### config.mk
export PLATFORM = sky130hd
export DESIGN_NAME = shift_add_multiplier_8
export DESIGN_NICKNAME = d
export VERILOG_FILES = /design/src/rtl/mult_pkg.sv /design/src/rtl/add_sub_9.sv /design/src/rtl/shift_add_multiplier_8.sv
export SDC_FILE = /design/constraint.sdc
export NUM_CORES = 1
export LEC_CHECK = 0
export ABC_AREA = 1
export CAP_MARGIN = 20
export CORE_UTILIZATION = 43
export DETAILED_ROUTE_END_ITERATION = 10
export HOLD_SLACK_MARGIN = 0.08
export PLACE_DENSITY = 0.65
export SLEW_MARGIN = 40
export SYNTH_ARGS = -nofsm -noshare
export SYNTH_HDL_FRONTEND = slang
export SYNTH_SLANG_ARGS = --single-unit
### constraint.sdc
create_clock -name Clk -period 11.85 [get_ports Clk]
set_input_delay 2.37 -clock Clk [delete_from_list [all_inputs] [get_ports Clk]]
set_output_delay 2.37 -clock Clk [all_outputs]
set_load 0.05 [all_outputs]
### src/rtl/mult_pkg.sv
// Shared definitions for the sequential shift-add multiplier.
//   DATA_W    : operand width (only 8 is supported by the 9-bit adder)
//   ITER      : number of ADD/SHIFT iterations per multiply
//   LAST_ITER : index of the final iteration (the one that subtracts)
//   CNT_W     : width of the iteration counter
//   state_t   : FSM state encoding
package mult_pkg;

  localparam int DATA_W    = 8;
  localparam int ITER      = DATA_W;
  localparam int LAST_ITER = DATA_W - 1;
  localparam int CNT_W     = $clog2(ITER);

  localparam logic [CNT_W-1:0] LAST_CNT = CNT_W'(LAST_ITER);

  typedef enum logic [1:0] {
    IDLE  = 2'd0,
    ADD   = 2'd1,
    SHIFT = 2'd2,
    DONE  = 2'd3
  } state_t;

endpackage

### src/rtl/add_sub_9.sv
// 9-bit add/subtract unit built from 4-bit ripple adder slices.
//   ripple_adder_4 : a[3:0] + b[3:0] + cin -> s[3:0], cout
//   add_sub_9      : s = a + (b ^ {9{sub}}) + sub  (a - b when sub=1)
// The carry out of bit 8 is discarded; operands are expected to be
// sign-extended by the caller so the 9-bit result is exact.

module ripple_adder_4 (
  input  logic [3:0] a,
  input  logic [3:0] b,
  input  logic       cin,
  output logic [3:0] s,
  output logic       cout
);

  always_comb begin
    logic [4:0] c;
    c    = '0;
    s    = '0;
    c[0] = cin;
    for (int i = 0; i < 4; i++) begin
      s[i]   = a[i] ^ b[i] ^ c[i];
      c[i+1] = (a[i] & b[i]) | (c[i] & (a[i] ^ b[i]));
    end
    cout = c[4];
  end

endmodule

module add_sub_9 (
  input  logic [8:0] a,
  input  logic [8:0] b,
  input  logic       sub,
  output logic [8:0] s
);

  logic [8:0] b_x;
  logic       c4;
  logic       c8;

  // Two's complement subtract: invert b and inject the +1 as carry-in.
  assign b_x = b ^ {9{sub}};

  ripple_adder_4 u_lo (
    .a    (a[3:0]),
    .b    (b_x[3:0]),
    .cin  (sub),
    .s    (s[3:0]),
    .cout (c4)
  );

  ripple_adder_4 u_hi (
    .a    (a[7:4]),
    .b    (b_x[7:4]),
    .cin  (c4),
    .s    (s[7:4]),
    .cout (c8)
  );

  // Sign-extension bit; its carry out is intentionally dropped.
  assign s[8] = a[8] ^ b_x[8] ^ c8;

endmodule

### src/rtl/shift_add_multiplier_8.sv
// Sequential 8x8 signed shift-add multiplier (Moore FSM).
//   Clk          : clock, rising edge
//   Reset        : asynchronous active-high reset, clears all state
//   Run          : start request (level), only acted on in IDLE
//   ClearA_LoadB : in IDLE, clears A and X and loads B from S
//   S            : multiplicand at start / multiplier at load
//   Aval, Bval   : product registers {A,B} (B also holds the multiplier)
//   Xval         : sign-extension bit X
//   busy         : high in ADD and SHIFT
//   done         : high in DONE
//   state_dbg    : current FSM state (mult_pkg::state_t encoding)
// Handshake: Run is a level request; it starts a multiply when sampled
// high in IDLE, and DONE is left only once Run is seen low, so a held
// button yields exactly one multiply. No input combinationally reaches
// any output; busy/done are registered alongside the state.

module shift_add_multiplier_8
  import mult_pkg::*;
#(
  parameter int WIDTH = DATA_W
) (
  input  logic             Clk,
  input  logic             Reset,
  input  logic             Run,
  input  logic             ClearA_LoadB,
  input  logic [WIDTH-1:0] S,
  output logic [WIDTH-1:0] Aval,
  output logic [WIDTH-1:0] Bval,
  output logic             Xval,
  output logic             busy,
  output logic             done,
  output logic [1:0]       state_dbg
);

  state_t             state;
  logic [WIDTH-1:0]   a_reg;
  logic [WIDTH-1:0]   b_reg;
  logic [WIDTH-1:0]   m_reg;
  logic               x_reg;
  logic [CNT_W-1:0]   cnt;
  logic [WIDTH:0]     sum;
  logic               sub;

  // The multiplier's MSB has negative weight, so the last partial
  // product is subtracted instead of added.
  assign sub = (cnt == LAST_CNT);

  add_sub_9 u_add_sub (
    .a   ({a_reg[WIDTH-1], a_reg}),
    .b   ({m_reg[WIDTH-1], m_reg}),
    .sub (sub),
    .s   (sum)
  );

  always_ff @(posedge Clk or posedge Reset) begin
    if (Reset) begin
      state <= IDLE;
      a_reg <= '0;
      b_reg <= '0;
      m_reg <= '0;
      x_reg <= 1'b0;
      cnt   <= '0;
      busy  <= 1'b0;
      done  <= 1'b0;
    end else begin
      case (state)
        IDLE: begin
          if (Run) begin
            m_reg <= S;
            a_reg <= '0;
            x_reg <= 1'b0;
            cnt   <= '0;
            busy  <= 1'b1;
            state <= ADD;
          end else if (ClearA_LoadB) begin
            a_reg <= '0;
            x_reg <= 1'b0;
            b_reg <= S;
          end
        end
        ADD: begin
          if (b_reg[0]) begin
            a_reg <= sum[WIDTH-1:0];
            x_reg <= sum[WIDTH];
          end
          state <= SHIFT;
        end
        SHIFT: begin
          // Arithmetic right shift of {X,A,B}; X replicates itself.
          a_reg <= {x_reg, a_reg[WIDTH-1:1]};
          b_reg <= {a_reg[0], b_reg[WIDTH-1:1]};
          if (cnt == LAST_CNT) begin
            busy  <= 1'b0;
            done  <= 1'b1;
            state <= DONE;
          end else begin
            cnt   <= cnt + 1'b1;
            state <= ADD;
          end
        end
        DONE: begin
          if (!Run) begin
            done  <= 1'b0;
            state <= IDLE;
          end
        end
        default: begin
          busy  <= 1'b0;
          done  <= 1'b0;
          state <= IDLE;
        end
      endcase
    end
  end

  assign Aval      = a_reg;
  assign Bval      = b_reg;
  assign Xval      = x_reg;
  assign state_dbg = state;

endmodule

Word level (Yosys, flattened, before mapping)
Cells that the tools add are included.
{"block": "word_totals", "word_cells": 101, "output_inout_bits": 21, "regBits": 32, "input_bits": 12}
{"block": "classes", "reduce_logical": 13, "eq_ne": 12, "add_sub_neg": 1, "muxes": 24, "bitwise_logic": 43}
{"op": "$mux W8", "count": 5}
{"op": "$pmux W8 S3", "count": 1}
{"op": "$reduce_and A3 Y1", "count": 6}
{"op": "$xor A1 B1 Y1", "count": 18}
{"op": "$and A1 B1 Y1", "count": 16}
{"op": "$pmux W8 S2", "count": 1}
{"op": "$ne A2 B2 Y1 const B", "count": 6}
{"op": "$xor A9 B9 Y9", "count": 1}
{"op": "$or A1 B1 Y1", "count": 8}
{"op": "$pmux W2 S4", "count": 1}
{"op": "$mux W1", "count": 7}
{"op": "$mux W2", "count": 3}
{"op": "$mux W3", "count": 2}
{"op": "$pmux W1 S2", "count": 3}
{"op": "$pmux W3 S2", "count": 1}
{"op": "$reduce_bool A2 Y1", "count": 3}
{"op": "$eq A2 B2 Y1 const B", "count": 2}
{"op": "$reduce_and A2 Y1", "count": 2}
{"op": "$add A3 B1 Y3 const B", "count": 1}
{"op": "$eq A3 B3 Y1 const B", "count": 1}
{"op": "$ne A3 B3 Y1 const B", "count": 1}
{"op": "$reduce_bool A3 Y1", "count": 1}
{"op": "$eq A2 B1 Y1 const B", "count": 1}
{"op": "$logic_not A2 Y1", "count": 1}
{"op": "$ne A2 B1 Y1 const B", "count": 1}

Depth between registers and ports, before layout
{"block": "logic_depth", "ltp_word": 22, "ltp_mapped": 16, "depth_no_buf": 15}

By module
From an unflattened synthesis, not the netlist that was laid out.
{"block": "unflattened", "hier_cells": 275, "area_unflattened_um2": 2110.8}
{"module": "shift_add_multiplier_8", "cells_per_inst": 223, "n_inst": 1, "seq_area_each_um2": 800.8, "area_each_um2": 1722.9}
{"module": "ripple_adder_4", "cells_per_inst": 14, "n_inst": 2, "seq_area_each_um2": 0.0, "area_each_um2": 117.6}
{"module": "add_sub_9", "cells_per_inst": 24, "n_inst": 1, "seq_area_each_um2": 0.0, "area_each_um2": 152.6}

Least setup slack after synthesis
OpenSTA, ideal clock, no wires.
{"block": "synth_timing", "path_type": "reg-to-reg", "startpoint": "register cnt[0]", "endpoint": "register a_reg[7], in the netlist Aval[7]", "arrival_ps": 3908, "stages_incl_launch_ff": 16, "synth_period_minus_slack_ps": 3974, "slack_ps": 7876, "path_buffers": 1, "required_time_ps": 11784, "cell_sequence": "dfrtp_1 -> ha_1 -> ha_1 -> buf_2 -> xor2_1 -> fa_1 -> fa_1 -> fa_1 -> fa_1 -> fa_1 -> inv_1 -> fa_1 -> fa_1 -> o21ai_0 -> nand3_1 -> nand2_1"}
{"block": "synth_between", "elab_chain_len": 20, "elab_cells_between_ends": 34, "classes_between": "1 x eq/ne; 2 x mux; 31 x bitwise"}
{"item": "start, declared", "line": "shift_add_multiplier_8.sv:40", "source": "logic [CNT_W-1:0] cnt;"}
{"item": "start signal, assigned", "line": "shift_add_multiplier_8.sv:97", "source": "cnt <= cnt + 1'b1;"}
{"item": "$eq A3 B3 Y1 *", "line": "shift_add_multiplier_8.sv:46", "source": "assign sub = (cnt == LAST_CNT);"}
{"item": "$xor A9 B9 Y9", "line": "add_sub_9.sv:41", "source": "assign b_x = b ^ {9{sub}};"}
{"item": "$xor A1 B1 Y1", "line": "add_sub_9.sv:22", "source": "c[i+1] = (a[i] & b[i]) | (c[i] & (a[i] ^ b[i]));"}
{"item": "$and A1 B1 Y1", "line": "add_sub_9.sv:22"}
{"item": "$or A1 B1 Y1", "line": "add_sub_9.sv:22"}
{"item": "$and A1 B1 Y1", "line": "add_sub_9.sv:22"}
{"item": "$or A1 B1 Y1", "line": "add_sub_9.sv:22"}
{"item": "$and A1 B1 Y1", "line": "add_sub_9.sv:22"}
{"item": "(+4 left out)"}
{"item": "$or A1 B1 Y1", "line": "add_sub_9.sv:22"}
{"item": "$and A1 B1 Y1", "line": "add_sub_9.sv:22"}
{"item": "$or A1 B1 Y1", "line": "add_sub_9.sv:22"}
{"item": "$and A1 B1 Y1", "line": "add_sub_9.sv:22"}
{"item": "$or A1 B1 Y1", "line": "add_sub_9.sv:22"}
{"item": "$xor A1 B1 Y1 *", "line": "add_sub_9.sv:21", "source": "s[i] = a[i] ^ b[i] ^ c[i];"}
{"item": "$mux W8 *", "line": "shift_add_multiplier_8.sv:82", "source": "if (b_reg[0]) begin"}
{"item": "$pmux W8 S3 *", "line": "shift_add_multiplier_8.sv:66", "source": "case (state)"}
{"item": "end signal, assigned", "line": "shift_add_multiplier_8.sv:83", "source": "a_reg <= sum[WIDTH-1:0];"}
{"item": "end signal, assigned", "line": "shift_add_multiplier_8.sv:90", "source": "a_reg <= {x_reg, a_reg[WIDTH-1:1]};"}
{"item": "end, declared", "line": "shift_add_multiplier_8.sv:36", "source": "logic [WIDTH-1:0] a_reg;"}
Every way passes the cells marked *; elsewhere a longest branch is shown, timed or not. The select of a mux whose other input is x is not followed.
A chain may end at the register's enable or synchronous reset.

Worst setup path in the final report
Ends and elaborated chain as after synthesis.

==> results.json <==
{
  "status": "completed",
  "peakVddDrop_v": 0.000131,
  "synth_ff_type": "dfrtp_1",
  "end_kind": "register",
  "fin_skew_ns": 0.00722,
  "die_w_um": 68.3,
  "cp_max_fo": 9,
  "clk_latency_ns": 0.28,
  "num_vias": 1469,
  "drt-total-wl_um": 3700,
  "post_cts_buffers": 0,
  "cts_buffers": 5,
  "place.gp.congestion": 0.794,
  "cts.sinks": 32,
  "gr-total-overflow": 0,
  "fin_cells": 306,
  "cp-start-kind": "register",
  "drive_gt1_share_pct": 8.59,
  "startpoint": "cnt[0]$_DFFE_PP0P_",
  "core_area_mm2": 0.00412,
  "hold_viol_final": 0,
  "synth-seq-cells": 32,
  "setup_viol": 0,
  "routedWlPerCell_um": 12.1,
  "drv_cap": 0,
  "final_area_mm2": 0.00232,
  "ff2ff_setup_slack_ns": 7.68,
  "fin_tns_setup_ns": 0,
  "fin_crit_sh_pct": 35.2,
  "synth_top_area_share_pct": 42.4,
  "die-area_mm2": 0.00466,
  "dp.cells": 299,
  "critPathKind": "register to register",
  "max_freq_mhz": 240,
  "seq_area_frac_synth_pct": 42.4,
  "rsz0062_at_grt": "no",
  "slew_viol_final": 0,
  "grt_pass1_wl_um": 6360,
  "worst_pin_slew_ns": 0.663,
  "ant_nets": 0,
  "yosys-top-cells-area": "dfrtp_1 42%, nand2_1 15%, fa_1 7.4%",
  "power_density_mw_per_mm2": 299,
  "dr.first_iter.drc_count": 54,
  "synthArstFlopShare_pct": 100,
  "yosysTopAreaCell": "dfrtp_1",
  "hold_start": "busy$_DFFE_PP0P_",
  "dp_slack_ns": 7.69,
  "fp.dieH_um": 68.3,
  "yosys_warnings": 0,
  "final_core_util_pct": 56.4,
  "hpwl_um": 2770,
  "tritoncts": "yes",
  "p_leak_nw": 1.17,
  "final_nets": 282,
  "via_per_inst": 4.80,
  "synth_cell_types": 24,
  "io_pins": 33,
  "arrival_ns": 4.40,
  "synth_area_mm2": 0.00189,
  "grt_pass1_vias": 1371,
  "drc": 0,
  "syn_inst": 223,
  "synth_commonest_cells": "77 x nand2_1, 32 x dfrtp_1, 24 x inv_1, 24 x o21ai_0, 10 x nand3_1",
  "rows": 23,
  "cts_buffer_depth": 2,
  "area_delta_synth_final_pct": 22.9,
  "post_dp_cell_area_mm2": 0.00222,
  "worst_slack_ns": 7.68,
  "yosysMostFrequentCell": "nand2_1",
  "hold_path.class": "register to register",
  "rr_startpoint": "cnt[0]$_DFFE_PP0P_",
  "grt_usage_pct": 19.1,
  "drt_first_pass_iters": 5,
  "grt_max_degree": 33,
  "syn-mean-instance-area_um2": 8.47,
  "start_util_pct": 45.9,
  "slew_headroom_pct": 55.8,
  "io_buffers": 32,
  "clock-root-buffer": "clkbuf_8",
  "synth_fp_nets": 249,
  "synth_edf_count": 0,
  "antenna_found_initial": 0,
  "hold_buffers": 0,
  "postCtsResizedCells": 0,
  "num_antenna_cells": 0,
  "required_ns": 12.08,
  "cts-htree-levels": 2,
  "clkTransAtPathRegs_ns": 0.07,
  "period_minus_slack_ns": 4.17
}
==> through the flow <==
step,power [mW],hold slack (ns)
6_report,0.693,0.494
5_1_grt,0.754,0.524
4_1_cts,0.701,0.500
3_5_place_dp,0.608,0.488
3_3_place_gp,0.605,0.471
2_1_floorplan,0.503,0.457
==> cells by family (layout without fill, tap and decap cells) <==
kind of cell | after synthesis | in the layout | share of synthesized area, %
compound gates | 38 | 38 | 10.6
xor+xnor | 7 | 7 | 3.25
fa+ha+maj | 14 | 14 | 12.1
buf+inv | 34 | 67 | 8.22
flops | 32 | 32 | 42.4
mux | 2 | 2 | 1.13
simple gates | 96 | 96 | 22.3
==> critical path, stage by stage, from the launching register on <==
cell and delay [ns]:
dfrtp_1 0.40, ha_1 0.21, ha_1 0.32, xor2_1 0.23, fa_1 0.44, fa_1 0.40, fa_1 0.38, fa_1 0.38
fa_1 0.38, inv_1 0.08, fa_1 0.18, fa_1 0.41, o21ai_0 0.16, nand3_1 0.09, nand2_1 0.07
==> layer usage <==
layer	share of wire [%]	track usage, %
met4	1.8	8.59
met2	44	28.9
met5	0	0
met1	50	25.1
met3	4.1	5.67
==> report_power, final <==
group	internal (mW)	switching, mW
Sequential	0.157	0.0462
Clock	0.0517	0.0382
Combinational	0.134	0.265
==> layout make-up <==
class	count	area (um^2)
Fill cell	403	1790
Multi-Input combinational cell	157	932
Sequential cell	32	801
Timing Repair Buffer	33	328
Inverter	27	101
Clock buffer	7	96.3
Tap cell	50	62.6
==> layout by cell type, fill, tap and decap left out <==
cell             netlist  final
xnor2_1                1      1
xor2_1                 6      6
nand2_4                1      1
nor2_2                 1      1
mux2_2                 1      1
a21oi_1                5      5
o21ai_1                6      6
clkdlybuf4s50_1        0     32
mux2i_1                1      1
dfrtp_1               32     32
nand4_1                1      1
nand2_2                3      3
o21ai_2                2      2
clkbuf_8               0      7
inv_2                  3      3
o211ai_1               1      1
nand3_4                1      1
o21ai_0               24     24
fa_1                   7      7
nor2_4                 2      2
nand3_1               10     10
ha_1                   7      7
nand2_1               77     77
buf_4                  0      1
inv_1                 24     24
==> worst paths after layout <==
kind,to,cells after the start
hold / removal,busy$_DFFE_PP0P_,2
setup reg to reg,Aval[7]$_DFFE_PP0P_,14
hold reg to reg,busy$_DFFE_PP0P_,2
setup / recovery,Aval[7]$_DFFE_PP0P_,14
max in group asynchronous,Bval[4]$_DFFE_PP0P_,3
min in group asynchronous,m_reg[7]$_DFFE_PP0P_,3
(Power assumes the default switching activity.)
